`src/rtl/downcounter_if.sv`:
```
// Control/status bundle for the loadable down counter.
// The master drives load/d/en; the slave (the counter) returns count/zero/borrow/busy.
interface downcounter_if #(
  parameter int WIDTH = 4
);
  logic             load;
  logic [WIDTH-1:0] d;
  logic             en;
  logic [WIDTH-1:0] count;
  logic             zero;
  logic             borrow;
  logic             busy;

  modport master (
    output load, d, en,
    input  count, zero, borrow, busy
  );

  modport slave (
    input  load, d, en,
    output count, zero, borrow, busy
  );
endinterface

```
`src/rtl/downcounter.sv`:
```
// Loadable down counter with terminal-count decode and one-cycle borrow on underflow.
// Macro DOWNCNT_AUTORELOAD_EN: when defined, underflow reloads the last loaded value; otherwise it wraps to all-ones.
module downcounter #(
  parameter int WIDTH = 4
) (
  input  logic          clk,
  input  logic          rst,
  downcounter_if.slave  bus
);

`ifdef DOWNCNT_AUTORELOAD_EN
  localparam bit AUTORELOAD = 1'b1;
`else
  localparam bit AUTORELOAD = 1'b0;
`endif

  typedef enum logic {IDLE, RUN} state_t;

  state_t           state_reg, state_next;
  logic [WIDTH-1:0] count_reg, count_next;
  logic [WIDTH-1:0] reload_reg, reload_next;
  logic             borrow_reg, borrow_next;
  logic [WIDTH-1:0] wrap_val;

  // Value taken on underflow: the reload register, or a free wrap to all-ones.
  for (genvar gi = 0; gi < WIDTH; gi++) begin : g_wrap
    assign wrap_val[gi] = AUTORELOAD ? reload_reg[gi] : 1'b1;
  end

  always_ff @(posedge clk) begin
    if (rst) begin
      state_reg  <= IDLE;
      count_reg  <= '0;
      reload_reg <= '0;
      borrow_reg <= 1'b0;
    end else begin
      state_reg  <= state_next;
      count_reg  <= count_next;
      reload_reg <= reload_next;
      borrow_reg <= borrow_next;
    end
  end

  always_comb begin
    state_next  = state_reg;
    count_next  = count_reg;
    reload_next = reload_reg;
    borrow_next = 1'b0;
    case (state_reg)
      IDLE: begin
        // en is deliberately ignored until the first load arms the counter.
        if (bus.load) begin
          count_next  = bus.d;
          reload_next = bus.d;
          state_next  = RUN;
        end
      end
      RUN: begin
        if (bus.load) begin
          count_next  = bus.d;
          reload_next = bus.d;
        end else if (bus.en) begin
          if (count_reg == '0) begin
            count_next  = wrap_val;
            borrow_next = 1'b1;
          end else begin
            count_next = count_reg - 1'b1;
          end
        end
      end
      default: state_next = IDLE;
    endcase
  end

  assign bus.count  = count_reg;
  assign bus.zero   = (count_reg == '0);
  assign bus.borrow = borrow_reg;
  assign bus.busy   = (state_reg == RUN);

endmodule

```
`src/flat_wrapper.sv`:
```
// flat-port wrapper written by rule: the top's interface ports become plain ports
module downcounter_flat 
#(
  parameter int WIDTH = 4
)
  (clk, rst, bus_load, bus_d, bus_en, bus_count, bus_zero, bus_borrow, bus_busy);
  downcounter_if #(.WIDTH(WIDTH)) bus_i ();
  input  logic clk;
  input  logic rst;
  input wire logic [$bits(bus_i.load)-1:0] bus_load;
  input wire logic [$bits(bus_i.d)-1:0] bus_d;
  input wire logic [$bits(bus_i.en)-1:0] bus_en;
  output wire logic [$bits(bus_i.count)-1:0] bus_count;
  output wire logic [$bits(bus_i.zero)-1:0] bus_zero;
  output wire logic [$bits(bus_i.borrow)-1:0] bus_borrow;
  output wire logic [$bits(bus_i.busy)-1:0] bus_busy;
  assign bus_i.load = bus_load;
  assign bus_i.d = bus_d;
  assign bus_i.en = bus_en;
  assign bus_count = bus_i.count;
  assign bus_zero = bus_i.zero;
  assign bus_borrow = bus_i.borrow;
  assign bus_busy = bus_i.busy;
  downcounter #(.WIDTH(WIDTH)) u_core (.clk(clk), .rst(rst), .bus(bus_i));
endmodule
```
`config.mk`:
```
export PLATFORM = sky130hd
export DESIGN_NAME = downcounter_flat
export DESIGN_NICKNAME = d
export VERILOG_FILES = /design/src/rtl/downcounter_if.sv /design/src/rtl/downcounter.sv /design/src/flat_wrapper.sv
export SDC_FILE = /design/constraint.sdc
export NUM_CORES = 1
export LEC_CHECK = 0
export ABC_AREA = 1
export CAP_MARGIN = 20
export CORE_AREA = 3 3 40 42
export CTS_BUF_LIST = sky130_fd_sc_hd__clkbuf_8
export DETAILED_ROUTE_END_ITERATION = 16
export DIE_AREA = 0 0 43 45
export SYNTH_ARGS = -nofsm -noshare
export SYNTH_HDL_FRONTEND = slang
export SYNTH_SLANG_ARGS = --single-unit
```
`constraint.sdc`:
```
create_clock -name clk -period 2.35 [get_ports clk]
set_input_delay 0.47 -clock clk [delete_from_list [all_inputs] [get_ports clk]]
set_output_delay 0.47 -clock clk [all_outputs]
set_load 0.005 [all_outputs]
```
## Yosys cells after proc, flatten, opt, wreduce, memory -nomap -nowiden

Cells that the tools add are included.

| storage, ports and cells | value |
|---|---|
| register bits after elaboration | 6 |
| memories kept | 0 |
| bits of input ports | 8 |
| output and inout bits | 7 |
| ROM bits | 0 |
| latch bits | 0 |
| logic and storage cells | 19 |
| memory bits (writable) | 0 |

| operators by class | value |
|---|---|
| equality and inequality tests | 2 |
| shift-type cells | 0 |
| bitwise logic cells | 2 |
| $lt $le $gt $ge | 0 |
| div/mod/pow operators | 0 |
| muxes and demuxes | 8 |
| reductions and logical operators | 3 |
| $mul | 0 |
| add/subtract/negate cells | 1 |

Operators by type and width:

| operator | number |
|---|---|
| 4-bit two-way mux | 4 |
| 4-bit case mux with 2 select lines | 1 |
| 4-bit zero test | 1 |
| 4-bit OR reduction | 1 |
| 4-bit by 1-bit subtractor with 4-bit output, second input constant | 1 |
| 1-bit two-way mux | 3 |
| 3-bit inequality test, second input constant | 1 |
| 2-bit inequality test, second input constant | 1 |
| 1-bit inverter | 2 |
| 2-bit AND reduction | 1 |

## Logic depth before layout (Yosys ltp)

| depth | value |
|---|---|
| word-level depth | 5 |
| depth in mapped cells | 8 |
| mapped depth without buffers | 8 |

## Worst setup path after synthesis

No wires, ideal clock.

| path | value |
|---|---|
| path kind | reg-to-output |
| from | reg u_core.count_reg[0], in the netlist u_core.bus.count[0] |
| to | out bus_zero |
| data arrival time | 804 ps |
| cell stages (with the launch flop) | 5 |
| path slack | 1,076 ps |
| required time | 1,880 ps |
| cells stage by stage | dfxtp_1 > inv_1 > ha_1 > nand3_1 > inv_1 |

| between the ends | value |
|---|---|
| longest elaborated chain between the ends | 1 |

Ends and longest elaborated chain:

| item | RTL line | source |
|---|---|---|
| start: declaration | downcounter.sv:20 | `logic [WIDTH-1:0] count_reg, count_next;` |
| start signal: assignment | downcounter.sv:38 | `count_reg <= count_next;` |
| 4-bit zero test | downcounter.sv:76 | `assign bus.zero = (count_reg == '0);` |
| end: declaration | flat_wrapper.sv:14 | `output wire logic [$bits(bus_i.zero)-1:0] bus_zero;` |

No other way between the ends.

## Worst setup path in the final report

Same ends and word-level chain as after synthesis.

==> metrics <==
first-pass GRT wire length=1420 µm; Die ar.=1940 µm²; static leakage=0.235 nW; Initial Util=0.262; Reg clk slew, reported paths=0.04 ns; CP endpoint kind=output pin; max_slew headroom=0.832; Port Buffers=14; largest net degree at the start of global routing=8; RSZ-0062 raised after global routing=no; DRT met1 WL=371 µm; fin crit share=0.850; die width=43 µm; fillers=160; depth of the CTS H-tree=1; Pwr Total=0.000351 W; share of layout cells above drive strength 1=0.106; sequential area share after synthesis=0.357; CTS tree=built; fmax=501 MHz; GPL Wtd Cong=0.720; Startpoint Class=flop; pwr dens=654 nW/µm²; post-CTS setup buffers=0; Post-Syn Instances=49; max reg flops=4; Distinct cells, synth=15; CTS Root Cell=clkbuf_8; Synth Cell Area=337 µm²; Top-Level Pins=15; endpoints failing hold=0; Synth warnings=0; critical path arrival=1.53 ns; Crit Path Max Fanout=4; wire length on met3=86 µm; Hold WS=0.532 ns; Slew Viols, Final=0; DRC violations left=0; drt first pass iters=4; Area Overhead vs Synth=59.5%; Synth Net Count=58; WL met2=314 µm; Slew @ Worst Pin=0.252 ns; Final Critical Period=2.00 ns; cts repair resizes=0; min setup slack post-route=0.352 ns; Antenna Cells=0; core area=1280 µm²; Die H=45 µm; Peak VDD IR=273 µV; routed length per instance=9.99 µm; initial antenna violation count=0; status=finished clean; clk buf depth=2; worst slack, placed=0.579 ns; highest metal used=met4; 1st-iter DRT viols=6; detailed placement HPWL=622 µm; clk_skew=0.00180 ns; vias in the first global route=355; post-detailed-route count of antenna-violating nets=0; Cell Rows=13; post-route cell area=537 µm²; CTS Hold Bufs=0; post-detailed-routing wire length=809 µm; Crit Path Class=flop to output pin; clk_lat worst skew=0.22 ns; # setup viols final=0; CP required=1.88 ns; setup TNS=0 ns; Total Nets Final=77; MaxCap Viol Count=0; #FFs+latches synth=6; gr ovfl total=0; min-delay worst type=flop to flop; CTS Sinks=6; GRT Overall Usage=0.103; DR vias=362; via/cell ratio=4.47; Num CTS Buffers=3; placed cell area=495 µm²; mean area per synthesized cell=6.87 µm²
[placed cells by master, fill, tap and decap left out]
cell             synthesis  final
nand2_1                 12     12
inv_2                    1      1
o21bai_1                 1      1
a21oi_2                  1      1
inv_1                    8      8
nor2_1                   1      1
clkbuf_8                 0      3
nand3_1                  6      6
a21oi_1                  4      4
nor4_1                   1      1
o21ai_0                  4      4
nand2_4                  1      1
clkdlybuf4s50_1          0     14
or2_0                    1      1
nor2_4                   1      1
dfxtp_1                  6      6
ha_1                     1      1
[routing by layer]
| layer | vias up | GRT usage |
|---|---|---|
| met5 | - | 0 |
| met4 | 0 | 0.108 |
| met3 | 6 | 0.0398 |
| met2 | 17 | 0.144 |
| met1 | 147 | 0.116 |
| li1 | 192 | - |
[final cells by class]
type	instances	area [µm²]	area share
Tap cell	15	18.8	0.0350
Sequential cell	6	120	0.224
Inverter	9	33.8	0.0629
Multi-Input combinational cell	34	183	0.340
Timing Repair Buffer	14	140	0.261
Clock buffer	3	41.3	0.0769
[where the power goes]
group	total [W]	leakage [nW]	internal, W	switching [W]
registers	0.000116	0.0497	0.000110	0.00000605
logic	0.0000805	0.164	0.0000433	0.0000372
clock network	0.000154	0.0216	0.000110	0.0000442
total	0.000351	0.235	0.000263	0.0000875
[worst paths after layout]
kind | cells after the start | to | slack, ns | from
worst max-delay path | 5 | bus_zero | 0.35 | u_core.bus.count[0]
worst min-delay path | 2 | u_core.bus.count[2] | 0.53 | u_core.bus.count[2]
worst max register to register | 8 | u_core.bus.count[3] | 1.22 | u_core.bus.count[0]
worst min register to register | 2 | u_core.bus.count[2] | 0.53 | u_core.bus.count[2]
[stage by stage]
stage,instances,util
floorplan,49,-
global placement,78,0.386
detailed placement,78,0.386
CTS,81,0.418
global route,81,0.418
finish,81,0.418
[worst max-delay path: stages, from the launching register on]
cell and delay [ns]:
dfxtp_1 0.32, inv_1 0.09, ha_1 0.20, nand3_1 0.14, inv_1 0.07, clkdlybuf4s50_1 0.49
[cell families after synthesis]
group / Yosys count / synth area share
fa+ha+maj: 1 / 0.0372
compound gates: 10 / 0.167
flops: 6 / 0.357
buf+inv: 9 / 0.100
simple gates: 23 / 0.338
[synthesized netlist by cell type]
cell type  number  area share
nand2_1        12        0.13
inv_1           8       0.089
dfxtp_1         6        0.36
nand3_1         6       0.089
a21oi_1         4       0.059
o21ai_0         4       0.059
a21oi_2         1       0.026
ha_1            1       0.037
inv_2           1       0.011
nand2_4         1       0.033
nor2_1          1       0.011
nor2_4          1       0.033
nor4_1          1       0.019
o21bai_1        1       0.022
or2_0           1       0.019
No activity file was read; power rests on OpenSTA's default activity.
==> RTL change 1: new RTL, same settings <==
`WIDTH` is set to 4 in 3 places; all go to 6.
--- a/src/rtl/downcounter_if.sv
+++ b/src/rtl/downcounter_if.sv
@@ -1,7 +1,7 @@
 // Control/status bundle for the loadable down counter.
 // The master drives load/d/en; the slave (the counter) returns count/zero/borrow/busy.
 interface downcounter_if #(
-  parameter int WIDTH = 4
+  parameter int WIDTH = 6
 );
   logic             load;
   logic [WIDTH-1:0] d;
--- a/src/rtl/downcounter.sv
+++ b/src/rtl/downcounter.sv
@@ -1,7 +1,7 @@
 // Loadable down counter with terminal-count decode and one-cycle borrow on underflow.
 // Macro DOWNCNT_AUTORELOAD_EN: when defined, underflow reloads the last loaded value; otherwise it wraps to all-ones.
 module downcounter #(
-  parameter int WIDTH = 4
+  parameter int WIDTH = 6
 ) (
   input  logic          clk,
   input  logic          rst,
--- a/src/flat_wrapper.sv
+++ b/src/flat_wrapper.sv
@@ -1,7 +1,7 @@
 // flat-port wrapper written by rule: the top's interface ports become plain ports
 module downcounter_flat 
 #(
-  parameter int WIDTH = 4
+  parameter int WIDTH = 6
 )
   (clk, rst, bus_load, bus_d, bus_en, bus_count, bus_zero, bus_borrow, bus_busy);
   downcounter_if #(.WIDTH(WIDTH)) bus_i ();
Ports: changed (resized bus_count and bus_d); port bits go from 15 to 19. The function was not compared with the original's and may differ.
==> RTL change 1 against the unedited design <==
  * Routed wire length up 40%
  * Sequential power grew 38%
  * Synthesized cell count grew 37%
  * Clock power is 10% higher
  * Power up 27%
  * Worst setup slack got worse by 0.029 ns
  * Sequential cell count is 2 higher
  * Utilization is 14 points higher
  * Count of clock-buffer cells in the layout did not move
  * Critical path type unchanged
  * Synthesized area increased by 43%
  * Hold slack improved by 0.0023 ns
  * Combinational power rose by 43%
  * Final area up 33%
==> RTL change 1: results (changes against the unedited design) <==
[yosys]
synthTopCellsByArea = dfxtp_1 33%, nand2_1 8.6%, o21ai_0 8.3%, a21oi_1 6.3%, inv_1 5.5%
yosysSeqAreaShare = 0.333  ; -0.0235
syn_area_per_cell_um2 = 7.17  ; +4.4%
synth.net_count = 79  ; +36%
yosysWarnings = 0  ; unchanged
yosys-top-cells-count = 11 x nand2_1, 8 x dfxtp_1, 8 x o21ai_0
ys_types = 22  ; +7

[drt]
first_iter_violations = 7  ; +1
first_pass_iters = 3  ; -1
vias = 496  ; +37%
routed_wirelength_um = 1140  ; +40%

[cells_and_area]
antennaDiodeCount = 0  ; unchanged
fin_cells = 102  ; +26%
drive_gt1_frac = 0.161  ; +0.0549
largest_register_ffs = 6  ; +2
n_fill_cell = 138  ; -14%
area_growth_pct = 48.4

[timing]
skew_ns = 0.000749  ; -0.00105 ns
tightest_slew_ns = 0.461  ; +0.210 ns

[place]
dp_hpwl_um = 827  ; +33%
placed_area_um2 = 672  ; +36%
port_buffers = 18  ; +4
dpl.cell_count = 99  ; +27%
routabilityCongestion = 0.716  ; -0.54%
dpl_worst_slack_ns = 0.555  ; -0.0242 ns

[cts]
cts_resized = 0  ; unchanged
cts_setup_buffers = 0  ; unchanged

[min_path]
hold_class = reg2reg

[global_route]
grt_pass1_vias = 420  ; +18%
grt_max_degree = 13  ; +5
grt_usage = 0.136  ; +0.0323
grt_pass1_wl_um = 1880  ; +32%

[setup_path]
cp_max_fo = 7  ; +3
slowest_stage = clkdlybuf4s50_1
arrival_ns = 1.56  ; +0.03 ns

[power_and_ir_drop]
p_sw_mw = 0.124  ; +42%
p_leak_nw = 0.309  ; +31%
peakVddDrop_mv = 0.324  ; +18%

[status]
status = finished clean

RTL change 1: cell types whose count changed after synthesis, moves of 2 or more:
cell | before | now
a21oi_1 | 4 | 6
dfxtp_1 | 6 | 8
nand3_1 | 6 | 2
nand3b_1 | 0 | 2
nor2_1 | 1 | 4
o21ai_0 | 4 | 8
o22ai_1 | 0 | 2
or2_2 | 0 | 3
RTL change 1: tightest hold or removal path: stages (launching register included):
cell and delay, ns:
dfxtp_1 0.31, o21ai_1 0.13, a21oi_1 0.05
RTL change 1: through the flow:
stage	hold slack [ns]	total power, mW
6_report	0.534	0.445
5_1_grt	0.563	0.473
3_5_place_dp	0.528	0.278
3_3_place_gp	0.520	0.277
2_1_floorplan	0.520	0.226
4_1_cts	0.541	0.451
RTL change 1: path summary, 6_finish.rpt:
kind                  startpoint                  end  cells after the start  slack (ns)
max          u_core.bus.count[0]             bus_zero                      5        0.32
min          u_core.bus.count[0]  u_core.bus.count[0]                      2        0.53
max reg2reg  u_core.bus.count[0]  u_core.bus.count[3]                      6        1.09
min reg2reg  u_core.bus.count[0]  u_core.bus.count[0]                      2        0.53
RTL change 1: power groups by stage:
stage,Clock (mW),Combinational [mW],Sequential [mW]
2_1_floorplan,0,0.0648,0.161
5_1_grt,0.181,0.129,0.162
6_report,0.170,0.115,0.160
3_3_place_gp,0,0.115,0.162
4_1_cts,0.174,0.117,0.160
3_5_place_dp,0,0.116,0.162
RTL change 1: per-layer routing:
metal  vias to the layer above  routed length (µm)  global-route usage
li1                        264                   -                   -
met1                       213                 529               0.161
met2                        14                 495               0.198
met3                         5                  83              0.0598
met4                         0                  27              0.0904
met5                         -                   0                   0
RTL change 1: logic make-up (layout without fill, tap and decap cells):
family / after synthesis / in the layout / share of synthesized area
compound gates: 19 / 19 / 0.219
xor+xnor: 1 / 1 / 0.0182
fa+ha+maj: 2 / 2 / 0.0521
buf+inv: 10 / 30 / 0.0860
flops: 8 / 8 / 0.333
simple gates: 27 / 27 / 0.292
RTL change 1: layout make-up:
type                    count  area share
clock buffers               3      0.0579
inverters                   9      0.0474
multi-input cells          49       0.391
flip-flops and latches      8       0.225
well taps                  15      0.0263
repair buffers             18       0.253
==> RTL change 2: new RTL, same settings <==
Made on the original files. Make the reset (`rst`) asynchronous in one clocked block.
--- a/src/rtl/downcounter.sv
+++ b/src/rtl/downcounter.sv
@@ -27,7 +27,7 @@
     assign wrap_val[gi] = AUTORELOAD ? reload_reg[gi] : 1'b1;
   end
 
-  always_ff @(posedge clk) begin
+  always_ff @(posedge clk or posedge rst) begin
     if (rst) begin
       state_reg  <= IDLE;
       count_reg  <= '0;
Check against the original RTL: differs if rst is asserted again (counterexample within 4 cycles, from zero or initial values and one cycle with rst high); with rst held inactive, the same outputs for 10 cycles.
==> RTL change 2 against the unedited design <==
  * Sequential cell count unchanged
  * Utilization is 0.097 points lower
  * Final area decreased by 0.23%
  * Register-to-register slack lost 0.11 ns
  * Worst setup slack lost 0.13 ns
  * Power grew 5.3%
  * Combinational power grew 10%
  * Routed wire length rose by 1.7%
  * Synthesized area is 0.37% lower
  * Largest cell class unchanged
==> RTL change 2: results (changes against the unedited design) <==
[yosys]
ys_types = 16  ; +1
yosysWarnings = 0  ; unchanged
async_flop_share = 1.00  ; +1.00
synthTopCellsByArea = dfrtp_1 45%, nor2_1 6.7%, o21ai_1 6.0%, nand2_1 5.6%, nand3_1 4.5%
yosysSeqAreaShare = 0.448  ; +0.0909
synth-main-ff-cell = dfrtp_1
synth.net_count = 51  ; -12%
yosys-top-cells-count = 6 x dfrtp_1, 6 x nor2_1, 5 x nand2_1

[cells_and_area]
n_fill_cell = 154  ; -3.8%
drive_gt1_frac = 0.169  ; +0.0634
nets = 70  ; -9.1%
largest_register_ffs = 4  ; unchanged

[global_route]
grt_usage = 0.111  ; +0.00787
grt_pass1_vias = 323  ; -9.0%
grt_pass1_wl_um = 1410  ; -0.49%

[power_and_ir_drop]
peakVddDrop_mv = 0.343  ; +25%
p_leak_nw = 0.246  ; +4.4%

[place]
routabilityCongestion = 0.760  ; +5.6%
dp_hpwl_um = 655  ; +5.3%
port_buffers = 14  ; unchanged

[cts]
numCtsBuffers = 3  ; unchanged
h-tree-depth = 1  ; unchanged
clock-root-buffer = clkbuf_8
cts_setup_buffers = 0  ; unchanged
clkLatencyLatePin_ns = 0.22  ; about the same

[drt]
wire_per_inst_um = 11.1  ; +11%
vias_per_cell = 4.66  ; +4.3%
first_iter_violations = 3  ; -3

[timing]
skew_ns = 0.00127  ; -0.000525 ns
slew_viol_final = 0  ; unchanged
hold_ws_ns = 0.476  ; -0.0558 ns
tightest_slew_ns = 0.236  ; -0.0152 ns
setup_viol = 0  ; unchanged

[setup_path]
arrival_ns = 1.66  ; +0.13 ns
rr_startpoint = u_core.bus.count[0]
r2r_slack_ns = 1.11  ; -0.11 ns
regToRegEndpoint = u_core.bus.count[2]
max_stage_delay_ns = 0.52  ; +0.03 ns
cp_max_fo = 4  ; unchanged
slowest_stage = clkdlybuf4s50_1
worstRegToRegCells = 5  ; -3

[status]
status = finished clean

[min_path]
hold_class = in2async

[RTL change 2: changes by cell type after synthesis, moves of 2 or more]
cell and change:
o22ai_1 +2, nor2_1 +5, a21oi_1 -3, nand2_2 +2
dfxtp_1 -6, inv_1 -4, nand2_1 -7, o21ai_0 -4
nand3_1 -3, o21ai_1 +4, dfrtp_1 +6, inv_2 +2
[RTL change 2: worst max-delay path: cells and delay by family (launching register included)]
| family | cells | cell delay [ns] |
|---|---|---|
| buffers and inverters | 2 | 0.62 |
| adder cells (fa/ha/maj) | 1 | 0.19 |
| AND/OR/NAND/NOR | 2 | 0.23 |
| flip-flops | 1 | 0.40 |
[RTL change 2: cell type report]
cell class | instances | area share
Tap cell | 15 | 0.0350
Clock buffer | 3 | 0.0771
Inverter | 7 | 0.0491
Sequential cell | 6 | 0.280
Multi-Input combinational cell | 29 | 0.297
Timing Repair Buffer | 14 | 0.262
[RTL change 2: worst max-delay path by stage]
stage | endpoint | slack [ns]
final | bus_zero | 0.22
after global routing | bus_zero | 0.13
after CTS | bus_zero | 0.21
after detailed placement | bus_zero | 0.46
after global placement | bus_zero | 0.50
after floorplan | bus_zero | 1.01
[RTL change 2: kinds of logic after synthesis]
group | Yosys count | synth area share
simple gates | 20 | 0.299
compound gates | 8 | 0.138
flops | 6 | 0.448
buf+inv | 7 | 0.0783
fa+ha+maj | 1 | 0.0373
[RTL change 2: power by group]
part           switching (mW)  leakage [nW]  internal (mW)  total (mW)
registers              0.0116        0.0689          0.115       0.126
clock network          0.0443        0.0216          0.110       0.154
logic                  0.0396         0.155         0.0491      0.0887
total                  0.0955         0.246          0.274       0.369
[RTL change 2: stage by stage]
stage                     instances   util  setup slack (ns)  instance area [µm²]  power, mW
after floorplan                  42      -              1.01                  335      0.170
after global routing             74  0.417             0.128                  536      0.401
after global placement           71  0.385             0.499                  494      0.217
final                            74  0.417             0.218                  536      0.369
after detailed placement         71  0.385             0.458                  494      0.217
after CTS                        74  0.417             0.213                  536      0.379
[RTL change 2: metal layers]
metal | up-vias | wire [µm] | global-route usage
met5 | - | 0 | 0
met4 | 0 | 24 | 0.0904
met3 | 4 | 109 | 0.0797
met2 | 16 | 338 | 0.156
met1 | 152 | 350 | 0.112
li1 | 173 | - | -
